### config.mk
export PLATFORM = sky130hd
export DESIGN_NAME = sensor_reg_bank
export DESIGN_NICKNAME = d
export VERILOG_FILES = /design/src/rtl/sensor_reg_bank.sv
export SDC_FILE = /design/constraint.sdc
export NUM_CORES = 1
export LEC_CHECK = 0
export ABC_AREA = 0
export ABC_CLOCK_PERIOD_IN_PS = 2700
export BUFFER_PORTS_ARGS = -buffer_cell sky130_fd_sc_hd__buf_2
export CAP_MARGIN = 40
export CELL_PAD_IN_SITES_DETAIL_PLACEMENT = 1
export CELL_PAD_IN_SITES_GLOBAL_PLACEMENT = 1
export CORE_MARGIN = 5
export CORE_UTILIZATION = 25
export DETAILED_ROUTE_END_ITERATION = 8
export HOLD_SLACK_MARGIN = 0.1
export PLACE_DENSITY = 0.59
export SLEW_MARGIN = 20
export SYNTH_ARGS = -nofsm -noshare
export SYNTH_HDL_FRONTEND = slang
export SYNTH_SLANG_ARGS = --single-unit
### constraint.sdc
create_clock -name clk -period 2.7 [get_ports clk]
set_input_delay 0.27 -clock clk [delete_from_list [all_inputs] [get_ports clk]]
set_output_delay 0.27 -clock clk [all_outputs]
set_load 0.02 [all_outputs]
### src/rtl/sensor_reg_bank.sv
// Capture bank for inertial-sensor readback bytes: per-channel LSB-first word assembly
// with atomic commit, ready/overrun status and sequence/select error flags.
module sensor_reg_bank #(
  parameter int unsigned NUM_CH       = 4,
  parameter int unsigned BYTES_PER_CH = 2
) (
  input  logic                              clk,
  input  logic                              rst_n,
  input  logic [NUM_CH*BYTES_PER_CH-1:0]    wr_sel,
  input  logic [15:0]                       resp,
  input  logic [NUM_CH-1:0]                 rd_ack,
  input  logic                              err_clr,
  output logic [NUM_CH*8*BYTES_PER_CH-1:0]  data,
  output logic [NUM_CH-1:0]                 vld,
  output logic [NUM_CH-1:0]                 rdy,
  output logic [NUM_CH-1:0]                 ovr,
  output logic                              seq_err,
  output logic                              sel_err
);

  localparam int unsigned DATA_W   = 8 * BYTES_PER_CH;
  localparam int unsigned SEL_W    = NUM_CH * BYTES_PER_CH;
  localparam int unsigned LAST     = BYTES_PER_CH - 1;
  localparam int unsigned SH_BYTES = (BYTES_PER_CH > 1) ? BYTES_PER_CH - 1 : 1;
  localparam int unsigned IDX_W    = (BYTES_PER_CH > 1) ? $clog2(BYTES_PER_CH) : 1;

  logic [NUM_CH-1:0][DATA_W-1:0]     data_q,   data_d;
  logic [NUM_CH-1:0][SH_BYTES-1:0][7:0] shadow_q, shadow_d;
  logic [NUM_CH-1:0][IDX_W-1:0]      idx_q,    idx_d;
  logic [NUM_CH-1:0]                 vld_q,    vld_d;
  logic [NUM_CH-1:0]                 rdy_q,    rdy_d;
  logic [NUM_CH-1:0]                 ovr_q,    ovr_d;
  logic                              seq_err_q, seq_err_d;
  logic                              sel_err_q, sel_err_d;

  logic [NUM_CH-1:0]        ovr_set;
  logic                     seq_set;
  logic                     sel_multi;
  logic [BYTES_PER_CH-1:0]  sel_c;
  logic [DATA_W-1:0]        word_c;
  logic                     commit_c;
  logic                     unused_resp_hi;

  assign unused_resp_hi = ^resp[15:8];

  always_comb begin
    data_d    = data_q;
    shadow_d  = shadow_q;
    idx_d     = idx_q;
    vld_d     = '0;
    rdy_d     = rdy_q;
    ovr_set   = '0;
    seq_set   = 1'b0;
    sel_c     = '0;
    word_c    = '0;
    commit_c  = 1'b0;
    // Any second bit set in the strobe voids the whole write.
    sel_multi = (wr_sel & (wr_sel - SEL_W'(1))) != '0;

    for (int unsigned ch = 0; ch < NUM_CH; ch++) begin
      sel_c    = wr_sel[ch*BYTES_PER_CH +: BYTES_PER_CH];
      commit_c = 1'b0;
      word_c   = '0;
      if (!sel_multi) begin
        if (sel_c[LAST]) begin
          if (idx_q[ch] == IDX_W'(LAST)) begin
            commit_c = 1'b1;
          end else begin
            idx_d[ch] = '0;
            seq_set   = 1'b1;
          end
        end
        for (int unsigned b = 0; b < LAST; b++) begin
          if (sel_c[b]) begin
            if (idx_q[ch] == IDX_W'(b)) begin
              shadow_d[ch][b] = resp[7:0];
              idx_d[ch]       = IDX_W'(b + 1);
            end else if (b == 0) begin
              shadow_d[ch][0] = resp[7:0];
              idx_d[ch]       = IDX_W'(1);
              seq_set         = 1'b1;
            end else begin
              idx_d[ch] = '0;
              seq_set   = 1'b1;
            end
          end
        end
      end

      for (int unsigned bb = 0; bb < LAST; bb++) begin
        word_c[bb*8 +: 8] = shadow_q[ch][bb];
      end
      word_c[LAST*8 +: 8] = resp[7:0];

      // A commit in the same cycle as rd_ack keeps rdy: the ack belongs to the old word.
      if (commit_c) begin
        data_d[ch] = word_c;
        idx_d[ch]  = '0;
        vld_d[ch]  = 1'b1;
        rdy_d[ch]  = 1'b1;
        if (rdy_q[ch] && !rd_ack[ch]) ovr_set[ch] = 1'b1;
      end else if (rd_ack[ch]) begin
        rdy_d[ch] = 1'b0;
      end
    end

    ovr_d     = (ovr_q & ~{NUM_CH{err_clr}}) | ovr_set;
    seq_err_d = (seq_err_q & ~err_clr) | seq_set;
    sel_err_d = (sel_err_q & ~err_clr) | sel_multi;
  end

  always_ff @(posedge clk or negedge rst_n) begin
    if (!rst_n) begin
      data_q    <= '0;
      shadow_q  <= '0;
      idx_q     <= '0;
      vld_q     <= '0;
      rdy_q     <= '0;
      ovr_q     <= '0;
      seq_err_q <= 1'b0;
      sel_err_q <= 1'b0;
    end else begin
      data_q    <= data_d;
      shadow_q  <= shadow_d;
      idx_q     <= idx_d;
      vld_q     <= vld_d;
      rdy_q     <= rdy_d;
      ovr_q     <= ovr_d;
      seq_err_q <= seq_err_d;
      sel_err_q <= sel_err_d;
    end
  end

  assign data    = data_q;
  assign vld     = vld_q;
  assign rdy     = rdy_q;
  assign ovr     = ovr_q;
  assign seq_err = seq_err_q;
  assign sel_err = sel_err_q;

endmodule

==> run_summary.xml, run 1 <==
<?xml version="1.0" encoding="UTF-8"?>
<metrics>
  <group name="clock_tree">
    <metric name="clock-root-buffer" unit="">clkbuf_16</metric>
    <metric name="cts_tree" unit="">yes</metric>
    <metric name="clock_net_sink_count" unit="">114</metric>
    <metric name="insertion_delay_of_the_later_clocked_pin_in_the_worst_skew_pair" unit="ns">0.41</metric>
    <metric name="buffer_levels_on_the_longest_clock_path" unit="">2</metric>
    <metric name="clk_transition_reported_paths" unit="ns">0.05</metric>
    <metric name="cts.repair.resized" unit="">0</metric>
    <metric name="numCtsBuffers" unit="">17</metric>
    <metric name="clock_tree.htree_level_count" unit="">4</metric>
  </group>
  <group name="die">
    <metric name="die_w" unit="um">144</metric>
    <metric name="die_h" unit="um">144</metric>
    <metric name="floorplan.initialDensity" unit="">0.251</metric>
    <metric name="core-area" unit="mm^2">0.0178</metric>
    <metric name="rows" unit="">49</metric>
    <metric name="num_io_pins" unit="">109</metric>
    <metric name="die-area" unit="mm^2">0.0207</metric>
  </group>
  <group name="hold_path">
    <metric name="worst_hold_startpoint" unit="">rd_ack[2]</metric>
    <metric name="worst_hold_path_type" unit="">primary input to flop</metric>
    <metric name="worstHoldPathCells" unit="">3</metric>
    <metric name="hold-path-endpoint" unit="">rdy[2]</metric>
  </group>
  <group name="placement">
    <metric name="placed_area" unit="mm^2">0.00533</metric>
    <metric name="gp_congestion" unit="">0.756</metric>
    <metric name="detailedPlacementHpwl" unit="mm">7.93</metric>
    <metric name="io_buffer_count" unit="">100</metric>
  </group>
  <group name="grt">
    <metric name="grt_pass1_vias" unit="">3037</metric>
    <metric name="grt_first_pass_wirelength" unit="mm">17.8</metric>
    <metric name="grt.overflow.total" unit="">0</metric>
    <metric name="largest_net_degree_at_the_start_of_global_routing" unit="">54</metric>
    <metric name="antenna_found_initial" unit="">0</metric>
    <metric name="grt_use_total" unit="">0.116</metric>
  </group>
  <group name="yosys">
    <metric name="synth.area.top_cells" unit="">dfrtp_1 (64%), mux2_2 (18%), mux2_4 (8.0%)</metric>
    <metric name="post-synth-top-area-cell" unit="">dfrtp_1</metric>
    <metric name="synth.cell_area" unit="mm^2">0.00448</metric>
    <metric name="ys_dominant_reg_cell" unit="">dfrtp_1</metric>
    <metric name="ys_types" unit="">29</metric>
    <metric name="synth_async_sr_flop_share" unit="">1.00</metric>
    <metric name="syn-instance-count" unit="">278</metric>
    <metric name="syn_area_per_cell" unit="um^2">16.1</metric>
    <metric name="synth-edff-count" unit="">0</metric>
    <metric name="synth_most_common_cell" unit="">dfrtp_1</metric>
    <metric name="synth_common_cells" unit="">dfrtp_1 (114), mux2_2 (72), mux2_4 (24)</metric>
    <metric name="part_of_the_yosys_area_used_for_sequential_elements" unit="">0.636</metric>
    <metric name="synth_top_cell_area_share" unit="">0.636</metric>
    <metric name="synth.net_count" unit="">309</metric>
    <metric name="ys.warnings.count" unit="">0</metric>
    <metric name="ys_ff_latch" unit="">114</metric>
  </group>
  <group name="detailed_routing">
    <metric name="num_vias" unit="">2774</metric>
    <metric name="dr.pass1.iters" unit="">4</metric>
    <metric name="avgRoutedWirePerCell" unit="um">17.7</metric>
    <metric name="route.antenna.remaining_nets" unit="">0</metric>
    <metric name="post-route-drc-count" unit="">0</metric>
    <metric name="drt_iter0_markers" unit="">58</metric>
    <metric name="viasPerCell" unit="">4.30</metric>
    <metric name="drt_wl_total" unit="mm">11.4</metric>
  </group>
  <group name="critical_path">
    <metric name="worst-r2r-cell-count" unit="">4</metric>
    <metric name="critical_path_arrival" unit="ns">2.17</metric>
    <metric name="worstSetupEndpointType" unit="">flop</metric>
    <metric name="reg2reg_slack" unit="ns">1.18</metric>
    <metric name="worst-setup-path-type" unit="">primary input to flop</metric>
    <metric name="worst_setup_path_start_kind" unit="">primary input</metric>
    <metric name="cp_max_fo" unit="">6</metric>
    <metric name="worst_ep_required_time" unit="ns">2.99</metric>
    <metric name="crit-reg2reg-capture" unit="">data[44]</metric>
    <metric name="startpoint_of_the_worst_register_to_register_path" unit="">idx_q[2]</metric>
  </group>
  <group name="timing">
    <metric name="worst_pin_slew" unit="ns">0.665</metric>
    <metric name="final-setup-viol-count" unit="">0</metric>
    <metric name="fmax" unit="MHz">530</metric>
    <metric name="max-slew-margin-rel" unit="">0.556</metric>
    <metric name="clock-skew-final" unit="ns">0.0102</metric>
    <metric name="post-route-period-util" unit="">0.699</metric>
    <metric name="grt_setup_unrepaired" unit="">false</metric>
    <metric name="final_period_minus_worst_setup_slack" unit="ns">1.89</metric>
    <metric name="setup_tns" unit="ns">0</metric>
    <metric name="number_of_hold_slack_violations_in_the_final_timing_report" unit="">0</metric>
    <metric name="report.final.slew_viol_count" unit="">0</metric>
  </group>
  <group name="cells_and_area">
    <metric name="fin_area" unit="mm^2">0.00594</metric>
    <metric name="syn2layout_area_growth" unit="%">32.4</metric>
    <metric name="final_util" unit="">0.333</metric>
    <metric name="final_nets" unit="">434</metric>
    <metric name="share_of_final_layout_standard_cells_stronger_than_drive_strength_1" unit="">0.590</metric>
  </group>
  <group name="power_and_ir_drop">
    <metric name="p_leak" unit="nW">3.21</metric>
    <metric name="report.power.total" unit="mW">4.54</metric>
    <metric name="irDropWorstVdd" unit="uV">426</metric>
    <metric name="power_density" unit="mW/mm^2">764</metric>
  </group>
  <group name="job">
    <metric name="maxCapViolCount" unit="">0</metric>
  </group>
  <group name="outcome">
    <metric name="status" unit="">complete, no violations</metric>
  </group>
</metrics>
per-stage QoR:
step | hold WS [ns] | instances | setup slack (ns)
global route | 0.153 | 644 | 0.763
detailed placement | 0.268 | 611 | 0.387
global placement | 0.260 | 610 | 0.239
finish | 0.146 | 645 | 0.812
CTS | 0.127 | 644 | 0.821
floorplan | -0.0256 | 278 | 0.787
worst max-delay path by stage:
| stage | end | startpoint |
|---|---|---|
| floorplan | shadow_q[10] | wr_sel[3] |
| global placement | data[41] | wr_sel[2] |
| detailed placement | data[44] | wr_sel[3] |
| CTS | data[46] | wr_sel[3] |
| global route | data[45] | wr_sel[3] |
| finish | data[44] | wr_sel[3] |
cell type report:
type                       instances  area [um^2]
timing repair buffer             114          638
clock inverter                    10          108
antenna                            1         2.50
tap                              229          287
multi-input combinational        150         1550
clock buffer                      21          480
fill                            1905        11900
sequential                       114         2850
inverter                           6         22.5
state kept, by name, summed over array words and instances (netlist names):
signal,cells
seq_err,1
sel_err,1
data,64
vld,4
shadow_q,32
rdy,4
idx_q,4
ovr,4
metal layers:
layer  vias up  GRT usage  part of all wire
met5         -          0                 0
met4         0     0.0387             0.013
met3        14     0.0396             0.061
met2        75      0.183              0.48
met1      1433      0.150              0.45
li1       1252          -                 -
logic make-up (layout without fill, tap and decap cells):
| kind of cell | count (synthesis) | after routing | synth area share |
|---|---|---|---|
| simple gates | 34 | 34 | 0.0483 |
| buf+inv | 14 | 151 | 0.0195 |
| mux | 100 | 100 | 0.270 |
| flops | 114 | 114 | 0.636 |
| fa+ha+maj | 1 | 1 | 0.00223 |
| other cells | 0 | 1 | 0 |
| compound gates | 15 | 15 | 0.0237 |
worst max-delay path: stages:
cell and delay [ns]:
buf_2 0.13, or3_4 0.41, a2bb2oi_1 0.20, buf_4 0.22
or3_1 0.43, buf_4 0.21, mux2_4 0.31
cell usage in the layout (no fill, tap or decap), types with 2 or more instances in the layout:
cell	synthesis	layout
clkbuf_16	0	17
dfrtp_1	114	114
nor3_2	2	2
nand3b_1	2	2
o22ai_1	2	2
a21oi_1	4	4
inv_1	6	6
nand2_1	7	7
clkinvlp_4	0	3
nor2_1	4	3
nor4_1	2	2
mux2_2	72	72
buf_2	4	99
dlygate4sd3_1	0	2
mux2i_1	4	4
buf_12	0	2
clkinv_2	0	5
mux2_4	24	24
bufinv_16	0	2
nand2b_1	3	3
buf_4	0	11
or3_1	3	3
nor3_4	2	2
nand4_1	2	2
clkbuf_8	0	4
nor3_1	5	5
o2bb2ai_1	3	3
where the power goes:
group          internal (mW)  switching [mW]
sequential              1.83          0.0709
clock                   1.44           0.753
combinational          0.202           0.239
total                   3.48            1.06
what timing repair did:
item                                   CTS  global route
setup buffers                            0             0
endpoints found under the hold margin   35             0
hold buffers                             2             0
(Power assumes the default switching activity.)
==> inputs of run 2 (changes only) <==
--- a/config.mk
+++ b/config.mk
@@ -6,7 +6,7 @@
 export NUM_CORES = 1
 export LEC_CHECK = 0
 export ABC_AREA = 0
-export ABC_CLOCK_PERIOD_IN_PS = 2700
+export ABC_CLOCK_PERIOD_IN_PS = 1800
 export BUFFER_PORTS_ARGS = -buffer_cell sky130_fd_sc_hd__buf_2
 export CAP_MARGIN = 40
 export CELL_PAD_IN_SITES_DETAIL_PLACEMENT = 1
==> constraint.sdc (replaced) <==
create_clock -name clk -period 1.8 [get_ports clk]
set_input_delay 0.18 -clock clk [delete_from_list [all_inputs] [get_ports clk]]
set_output_delay 0.18 -clock clk [all_outputs]
set_load 0.02 [all_outputs]
==> run 2 against run 1 <==
Compared with the run above: routed wire length up 5.1%; clock skew down 0.0017 ns; critical path depth down 3; sequential share of layout area down 2.4 points; setup slack worse by 0.63 ns; register-to-register slack worse by 0.99 ns; core utilization up 1.7 points; critical endpoint is now data[43].
==> run_summary.xml, run 2 (synthesis gave the netlist of run 1 again) <==
<?xml version="1.0" encoding="UTF-8"?>
<metrics>
  <group name="critical_path">
    <metric name="critical-path-top-delay-family" unit="">simple AND/OR/NAND/NOR gates</metric>
    <metric name="crit_chain" unit="">nand2_1 &gt; or3_1 &gt; buf_4 &gt; mux2_4</metric>
    <metric name="critical_path_buf_inv_count" unit="">1</metric>
    <metric name="critical_path_arrival" unit="ns">1.89</metric>
    <metric name="critical-path-slowest-cell" unit="">or3_1</metric>
    <metric name="worst_ep_required_time" unit="ns">2.08</metric>
    <metric name="cp_max_fo" unit="">6</metric>
    <metric name="worst-setup-path-type" unit="">flop to flop</metric>
    <metric name="worst_setup_path_start_kind" unit="">flop</metric>
    <metric name="worstSetupEndpointType" unit="">flop</metric>
    <metric name="cpPeakStageDelay" unit="ns">0.46</metric>
  </group>
  <group name="grt">
    <metric name="globalRouteMet3Util" unit="">0.0426</metric>
    <metric name="grt_first_pass_wirelength" unit="mm">18.7</metric>
    <metric name="grt_use_met2" unit="">0.200</metric>
    <metric name="largest_net_degree_at_the_start_of_global_routing" unit="">45</metric>
    <metric name="grt_use_total" unit="">0.121</metric>
    <metric name="grt.overflow.total" unit="">0</metric>
    <metric name="grt_pass1_vias" unit="">3317</metric>
    <metric name="grt_most_used_layer" unit="">met2</metric>
    <metric name="met1_usage" unit="">0.150</metric>
    <metric name="antenna_found_initial" unit="">0</metric>
  </group>
  <group name="clock_tree">
    <metric name="clock_tree.htree_level_count" unit="">4</metric>
    <metric name="clock_net_sink_count" unit="">114</metric>
    <metric name="buffer_levels_on_the_longest_clock_path" unit="">2</metric>
    <metric name="insertion_delay_of_the_later_clocked_pin_in_the_worst_skew_pair" unit="ns">0.41</metric>
    <metric name="numCtsBuffers" unit="">17</metric>
    <metric name="clk_transition_reported_paths" unit="ns">0.05</metric>
    <metric name="cts_tree" unit="">yes</metric>
    <metric name="clock-root-buffer" unit="">clkbuf_16</metric>
    <metric name="post_cts_buffers" unit="">0</metric>
  </group>
  <group name="cells_and_area">
    <metric name="diodes" unit="">0</metric>
    <metric name="layout.cells.most_common_list" unit="">dfrtp_1 (114), buf_2 (99), mux2_2 (72)</metric>
    <metric name="syn2layout_area_growth" unit="%">39.2</metric>
    <metric name="share_of_final_layout_standard_cells_stronger_than_drive_strength_1" unit="">0.599</metric>
    <metric name="largest_reg_flops" unit="">64</metric>
    <metric name="final_nets" unit="">456</metric>
    <metric name="final_common_cell" unit="">dfrtp_1</metric>
    <metric name="num-fill-cells" unit="">1876</metric>
  </group>
  <group name="die">
    <metric name="core-area" unit="mm^2">0.0178</metric>
    <metric name="floorplan.initialDensity" unit="">0.251</metric>
    <metric name="die_w" unit="um">144</metric>
    <metric name="num_io_pins" unit="">109</metric>
    <metric name="rows" unit="">49</metric>
    <metric name="die_h" unit="um">144</metric>
    <metric name="die-area" unit="mm^2">0.0207</metric>
  </group>
  <group name="timing">
    <metric name="setup_slack" unit="ns">0.186</metric>
    <metric name="max-slew-margin-rel" unit="">0.686</metric>
    <metric name="grt_setup_unrepaired" unit="">false</metric>
    <metric name="report.final.slew_viol_count" unit="">0</metric>
    <metric name="worst_hold_slack" unit="ns">0.168</metric>
    <metric name="number_of_hold_slack_violations_in_the_final_timing_report" unit="">0</metric>
    <metric name="fmax" unit="MHz">620</metric>
    <metric name="final-setup-viol-count" unit="">0</metric>
    <metric name="clock-skew-final" unit="ns">0.00859</metric>
    <metric name="post-route-period-util" unit="">0.897</metric>
    <metric name="setup_tns" unit="ns">0</metric>
    <metric name="final_period_minus_worst_setup_slack" unit="ns">1.61</metric>
    <metric name="worst_pin_slew" unit="ns">0.472</metric>
  </group>
  <group name="placement">
    <metric name="detailedPlacementHpwl" unit="mm">8.41</metric>
    <metric name="pre_cts_ws" unit="ns">-0.180</metric>
    <metric name="io_buffer_count" unit="">100</metric>
    <metric name="gp_congestion" unit="">0.755</metric>
  </group>
  <group name="hold_path">
    <metric name="worst_hold_path_type" unit="">primary input to flop</metric>
  </group>
  <group name="power_and_ir_drop">
    <metric name="power_density" unit="mW/mm^2">1140</metric>
    <metric name="p_leak" unit="nW">3.37</metric>
    <metric name="irDropWorstVdd" unit="uV">656</metric>
  </group>
  <group name="detailed_routing">
    <metric name="avgRoutedWirePerCell" unit="um">18.1</metric>
    <metric name="drt_iter0_markers" unit="">95</metric>
    <metric name="num_vias" unit="">2869</metric>
    <metric name="route.antenna.remaining_nets" unit="">0</metric>
    <metric name="post-route-drc-count" unit="">0</metric>
    <metric name="viasPerCell" unit="">4.31</metric>
    <metric name="dr.pass1.iters" unit="">4</metric>
    <metric name="drt_wl_total" unit="mm">12.0</metric>
  </group>
  <group name="outcome">
    <metric name="status" unit="">complete, no violations</metric>
  </group>
  <group name="job">
    <metric name="maxCapViolCount" unit="">0</metric>
  </group>
</metrics>
==> run 2: cell count changes in the layout (fill, tap and decap cells not counted), sizes merged <==
cell / before / now
clkinv: 5 / 0
clkinvlp: 3 / 0
bufinv: 2 / 3
diode: 1 / 0
dlygate4sd3: 2 / 6
clkbuf: 21 / 27
buf: 112 / 130
==> run 2: cell type report <==
| type | instances | area [um^2] | area share |
|---|---|---|---|
| clock inverter | 3 | 90.1 | 0.0144 |
| clock buffer | 27 | 543 | 0.0870 |
| multi-input combinational | 150 | 1560 | 0.250 |
| timing repair buffer | 136 | 888 | 0.142 |
| inverter | 6 | 22.5 | 0.00361 |
| tap | 229 | 287 | 0.0459 |
| sequential | 114 | 2850 | 0.457 |
==> run 2: final timing paths <==
| kind | slack [ns] | startpoint | end | cells past startpoint |
|---|---|---|---|---|
| min in group asynchronous | 0.28 | rst_n | idx_q[0] | 2 |
| worst min-delay path | 0.17 | resp[6] | data[62] | 2 |
| worst max-delay path | 0.19 | idx_q[2] | data[43] | 4 |
| max in group asynchronous | 0.92 | rst_n | data[63] | 3 |
| worst min register to register | 0.49 | ovr[3] | ovr[3] | 1 |
| worst max register to register | 0.19 | idx_q[2] | data[43] | 4 |
==> run 2: what timing repair did <==
item,in CTS,in global routing
endpoints found under the hold margin,38,0
hold buffers,6,0
gates resized for setup,0,0
==> run 2: routing by layer <==
layer / vias up / routed length, um
met3: 14 / 744
met1: 1483 / 5320
met5: - / 0
met4: 0 / 167
li1: 1296 / -
met2: 76 / 5780
==> run 2: per-stage QoR <==
step	utilization	total power [mW]	cells	area, um^2
2_1_floorplan	-	3.27	278	4500
6_report	0.350	7.13	665	6240
5_1_grt	0.350	7.42	665	6240
3_5_place_dp	0.311	3.61	629	5550
4_1_cts	0.350	7.25	665	6240
3_3_place_gp	0.311	3.59	629	5550
==> run 2: where the power goes <==
| group | leakage, nW | internal (mW) | switching [mW] |
|---|---|---|---|
| Clock | 0.312 | 2.46 | 1.10 |
| Sequential | 1.55 | 2.75 | 0.106 |
| Combinational | 1.51 | 0.331 | 0.376 |
| Total | 3.37 | 5.54 | 1.58 |
==> inputs of run 3 (changes only) <==
--- a/config.mk
+++ b/config.mk
@@ -6,16 +6,15 @@
 export NUM_CORES = 1
 export LEC_CHECK = 0
 export ABC_AREA = 0
-export ABC_CLOCK_PERIOD_IN_PS = 1800
+export ABC_CLOCK_PERIOD_IN_PS = 1460
 export BUFFER_PORTS_ARGS = -buffer_cell sky130_fd_sc_hd__buf_2
 export CAP_MARGIN = 40
 export CELL_PAD_IN_SITES_DETAIL_PLACEMENT = 1
 export CELL_PAD_IN_SITES_GLOBAL_PLACEMENT = 1
-export CORE_MARGIN = 5
-export CORE_UTILIZATION = 25
+export CORE_UTILIZATION = 39
 export DETAILED_ROUTE_END_ITERATION = 8
 export HOLD_SLACK_MARGIN = 0.1
-export PLACE_DENSITY = 0.59
+export PLACE_DENSITY = 0.84
 export SLEW_MARGIN = 20
 export SYNTH_ARGS = -nofsm -noshare
 export SYNTH_HDL_FRONTEND = slang
==> constraint.sdc (replaced) <==
create_clock -name clk -period 1.46 [get_ports clk]
set_input_delay 0.146 -clock clk [delete_from_list [all_inputs] [get_ports clk]]
set_output_delay 0.146 -clock clk [all_outputs]
set_load 0.02 [all_outputs]
==> run 3 against run 2 <==
Compared with the run above: the flow now finishes with violations (negative setup slack); core utilization increased by 22 points; highest routed layer unchanged; non-clock buffer count increased by 8; clock skew decreased by 0.0026 ns; sequential cell count unchanged; power increased by 22%.
==> run_summary.xml, run 3 (synthesis gave the netlist of run 1 again) <==
<?xml version="1.0" encoding="UTF-8"?>
<metrics>
  <group name="detailed_routing">
    <metric name="avgRoutedWirePerCell" unit="um">20.8</metric>
    <metric name="drt_iter0_markers" unit="">92</metric>
    <metric name="drt_wl_total" unit="mm">12.1</metric>
    <metric name="viasPerCell" unit="">5.09</metric>
    <metric name="dr.pass1.iters" unit="">4</metric>
    <metric name="post-route-drc-count" unit="">0</metric>
    <metric name="route.antenna.remaining_nets" unit="">0</metric>
    <metric name="num_vias" unit="">2970</metric>
  </group>
  <group name="die">
    <metric name="die-area" unit="mm^2">0.0119</metric>
    <metric name="rows" unit="">38</metric>
    <metric name="core-area" unit="mm^2">0.0110</metric>
    <metric name="die_h" unit="um">109</metric>
    <metric name="floorplan.initialDensity" unit="">0.407</metric>
    <metric name="die_w" unit="um">109</metric>
    <metric name="num_io_pins" unit="">109</metric>
  </group>
  <group name="critical_path">
    <metric name="startpoint_of_the_worst_register_to_register_path" unit="">idx_q[3]</metric>
    <metric name="worst-setup-path-type" unit="">primary input to flop</metric>
    <metric name="worstSetupEndpointType" unit="">flop</metric>
    <metric name="worst_setup_path_start_kind" unit="">primary input</metric>
    <metric name="crit_cells" unit="">7</metric>
    <metric name="critical-path-top-delay-family" unit="">simple AND/OR/NAND/NOR gates</metric>
    <metric name="worst_ep_required_time" unit="ns">1.76</metric>
    <metric name="worst-r2r-cell-count" unit="">3</metric>
    <metric name="reg2reg_slack" unit="ns">0.07</metric>
    <metric name="worstSetupStartpoint" unit="">wr_sel[7]</metric>
    <metric name="timing.critical_path.to" unit="">data[38]</metric>
    <metric name="cpPeakStageDelay" unit="ns">0.37</metric>
    <metric name="critical_path_buf_inv_count" unit="">3</metric>
    <metric name="critical-path-slowest-cell" unit="">or3_4</metric>
    <metric name="crit_chain" unit="">buf_2 &gt; or3_4 &gt; a2bb2oi_4 &gt; buf_6 &gt; nor3_4 &gt; clkbuf_16 &gt; mux2_4</metric>
    <metric name="cp_max_fo" unit="">6</metric>
    <metric name="critical_path_arrival" unit="ns">1.77</metric>
    <metric name="crit-reg2reg-capture" unit="">data[62]</metric>
  </group>
  <group name="cells_and_area">
    <metric name="final_common_cell" unit="">dfrtp_1</metric>
    <metric name="num-fill-cells" unit="">1084</metric>
    <metric name="multiInputGateArea" unit="mm^2">0.00172</metric>
    <metric name="fin_area" unit="mm^2">0.00633</metric>
    <metric name="layoutNonFillerInstCount" unit="">583</metric>
    <metric name="diodes" unit="">0</metric>
    <metric name="layout.cells.most_common_list" unit="">dfrtp_1 (114), buf_2 (95), mux2_2 (56)</metric>
    <metric name="final_nets" unit="">464</metric>
    <metric name="syn2layout_area_growth" unit="%">41.2</metric>
    <metric name="sequential_cell_area" unit="mm^2">0.00285</metric>
    <metric name="largest_reg_flops" unit="">64</metric>
    <metric name="share_of_final_layout_standard_cells_stronger_than_drive_strength_1" unit="">0.637</metric>
  </group>
  <group name="clock_tree">
    <metric name="buffer_levels_on_the_longest_clock_path" unit="">2</metric>
    <metric name="clock_tree.htree_level_count" unit="">4</metric>
    <metric name="insertion_delay_of_the_later_clocked_pin_in_the_worst_skew_pair" unit="ns">0.42</metric>
    <metric name="clock-root-buffer" unit="">clkbuf_16</metric>
    <metric name="numCtsBuffers" unit="">17</metric>
    <metric name="clk_transition_reported_paths" unit="ns">0.05</metric>
    <metric name="clock_net_sink_count" unit="">114</metric>
    <metric name="cts_tree" unit="">yes</metric>
  </group>
  <group name="outcome">
    <metric name="status" unit="">complete, but fails checks</metric>
    <metric name="failed_checks" unit="">negative setup slack</metric>
  </group>
  <group name="grt">
    <metric name="antenna_found_initial" unit="">0</metric>
    <metric name="grt.overflow.total" unit="">0</metric>
    <metric name="grt_pass1_vias" unit="">3249</metric>
    <metric name="grt_first_pass_wirelength" unit="mm">18.3</metric>
    <metric name="grt_use_total" unit="">0.215</metric>
    <metric name="largest_net_degree_at_the_start_of_global_routing" unit="">37</metric>
  </group>
  <group name="timing">
    <metric name="number_of_hold_slack_violations_in_the_final_timing_report" unit="">0</metric>
    <metric name="fmax" unit="MHz">678</metric>
    <metric name="grt_setup_unrepaired" unit="">true</metric>
    <metric name="final_period_minus_worst_setup_slack" unit="ns">1.48</metric>
    <metric name="worst_hold_slack" unit="ns">0.135</metric>
    <metric name="worst_pin_slew" unit="ns">0.515</metric>
    <metric name="max-slew-margin-rel" unit="">0.657</metric>
    <metric name="post-route-period-util" unit="">1.01</metric>
    <metric name="final-setup-viol-count" unit="">3</metric>
    <metric name="setup_slack" unit="ns">-0.0152</metric>
    <metric name="clock-skew-final" unit="ns">0.00597</metric>
    <metric name="report.final.slew_viol_count" unit="">0</metric>
  </group>
  <group name="placement">
    <metric name="detailedPlacementHpwl" unit="mm">7.73</metric>
    <metric name="place.detailed.instances" unit="">549</metric>
    <metric name="gp_congestion" unit="">0.862</metric>
    <metric name="placed_area" unit="mm^2">0.00555</metric>
    <metric name="io_buffer_count" unit="">100</metric>
    <metric name="pre_cts_ws" unit="ns">-0.541</metric>
  </group>
  <group name="hold_path">
    <metric name="worst_hold_path_type" unit="">primary input to flop</metric>
  </group>
  <group name="power_and_ir_drop">
    <metric name="p_leak" unit="nW">3.44</metric>
    <metric name="irDropWorstVdd" unit="uV">672</metric>
    <metric name="power_density" unit="mW/mm^2">1370</metric>
  </group>
  <group name="job">
    <metric name="maxCapViolCount" unit="">0</metric>
  </group>
</metrics>
run 3: cell count changes in the layout (fill, tap and decap cells not counted), sizes merged:
cell,before,now
buf,130,137
bufinv,3,2
clkbuf,27,25
clkinv,0,3
run 3: worst min-delay path by stage:
| stage | startpoint | to | depth (start not counted) |
|---|---|---|---|
| 5_1_grt | resp[7] | data[63] | 2 |
| 4_1_cts | wr_sel[1] | vld[0] | 3 |
| 3_5_place_dp | rst_n | data[39] | 1 |
| 2_1_floorplan | rst_n | data[0] | 0 |
| 3_3_place_gp | rst_n | data[33] | 1 |
| 6_report | resp[6] | data[46] | 2 |
run 3: where the power goes:
group	internal, mW	switching [mW]	total [mW]
clock network	2.74	1.39	4.13
registers	3.39	0.136	3.53
logic	0.473	0.526	0.999
total	6.61	2.05	8.66
run 3: cell type report:
cell class,count,area share
sequential,114,0.450
multi-input combinational,150,0.271
timing repair buffer,144,0.154
clock buffer,24,0.0808
tap,140,0.0277
clock inverter,5,0.0119
inverter,6,0.00356
run 3: metal layers:
| metal | GRT usage | up-vias | share of wire |
|---|---|---|---|
| met2 | 0.344 | 93 | 0.50 |
| met4 | 0.0857 | 0 | 0.020 |
| met3 | 0.0753 | 21 | 0.059 |
| met1 | 0.267 | 1559 | 0.42 |
| met5 | 0 | - | 0 |
| li1 | - | 1297 | - |
run 3: stage by stage:
| step | setup TNS, ns | power (mW) | utilization |
|---|---|---|---|
| after floorplan | -17.63 | 4.05 | - |
| after global placement | -34.39 | 4.47 | 0.503 |
| after detailed placement | -44.85 | 4.51 | 0.503 |
| after CTS | -0.00101 | 8.68 | 0.565 |
| after global routing | -0.282 | 8.96 | 0.574 |
| final | -0.0417 | 8.66 | 0.574 |
run 3: what timing repair did:
item                       in CTS  in global routing
buffers inserted                0                  0
gates resized for setup         7                 24
cloned                          0                  1
hold endpoints to repair       77                  0
setup endpoints to repair      48                 71
hold buffers                    6                  0
pin swaps                       0                  4
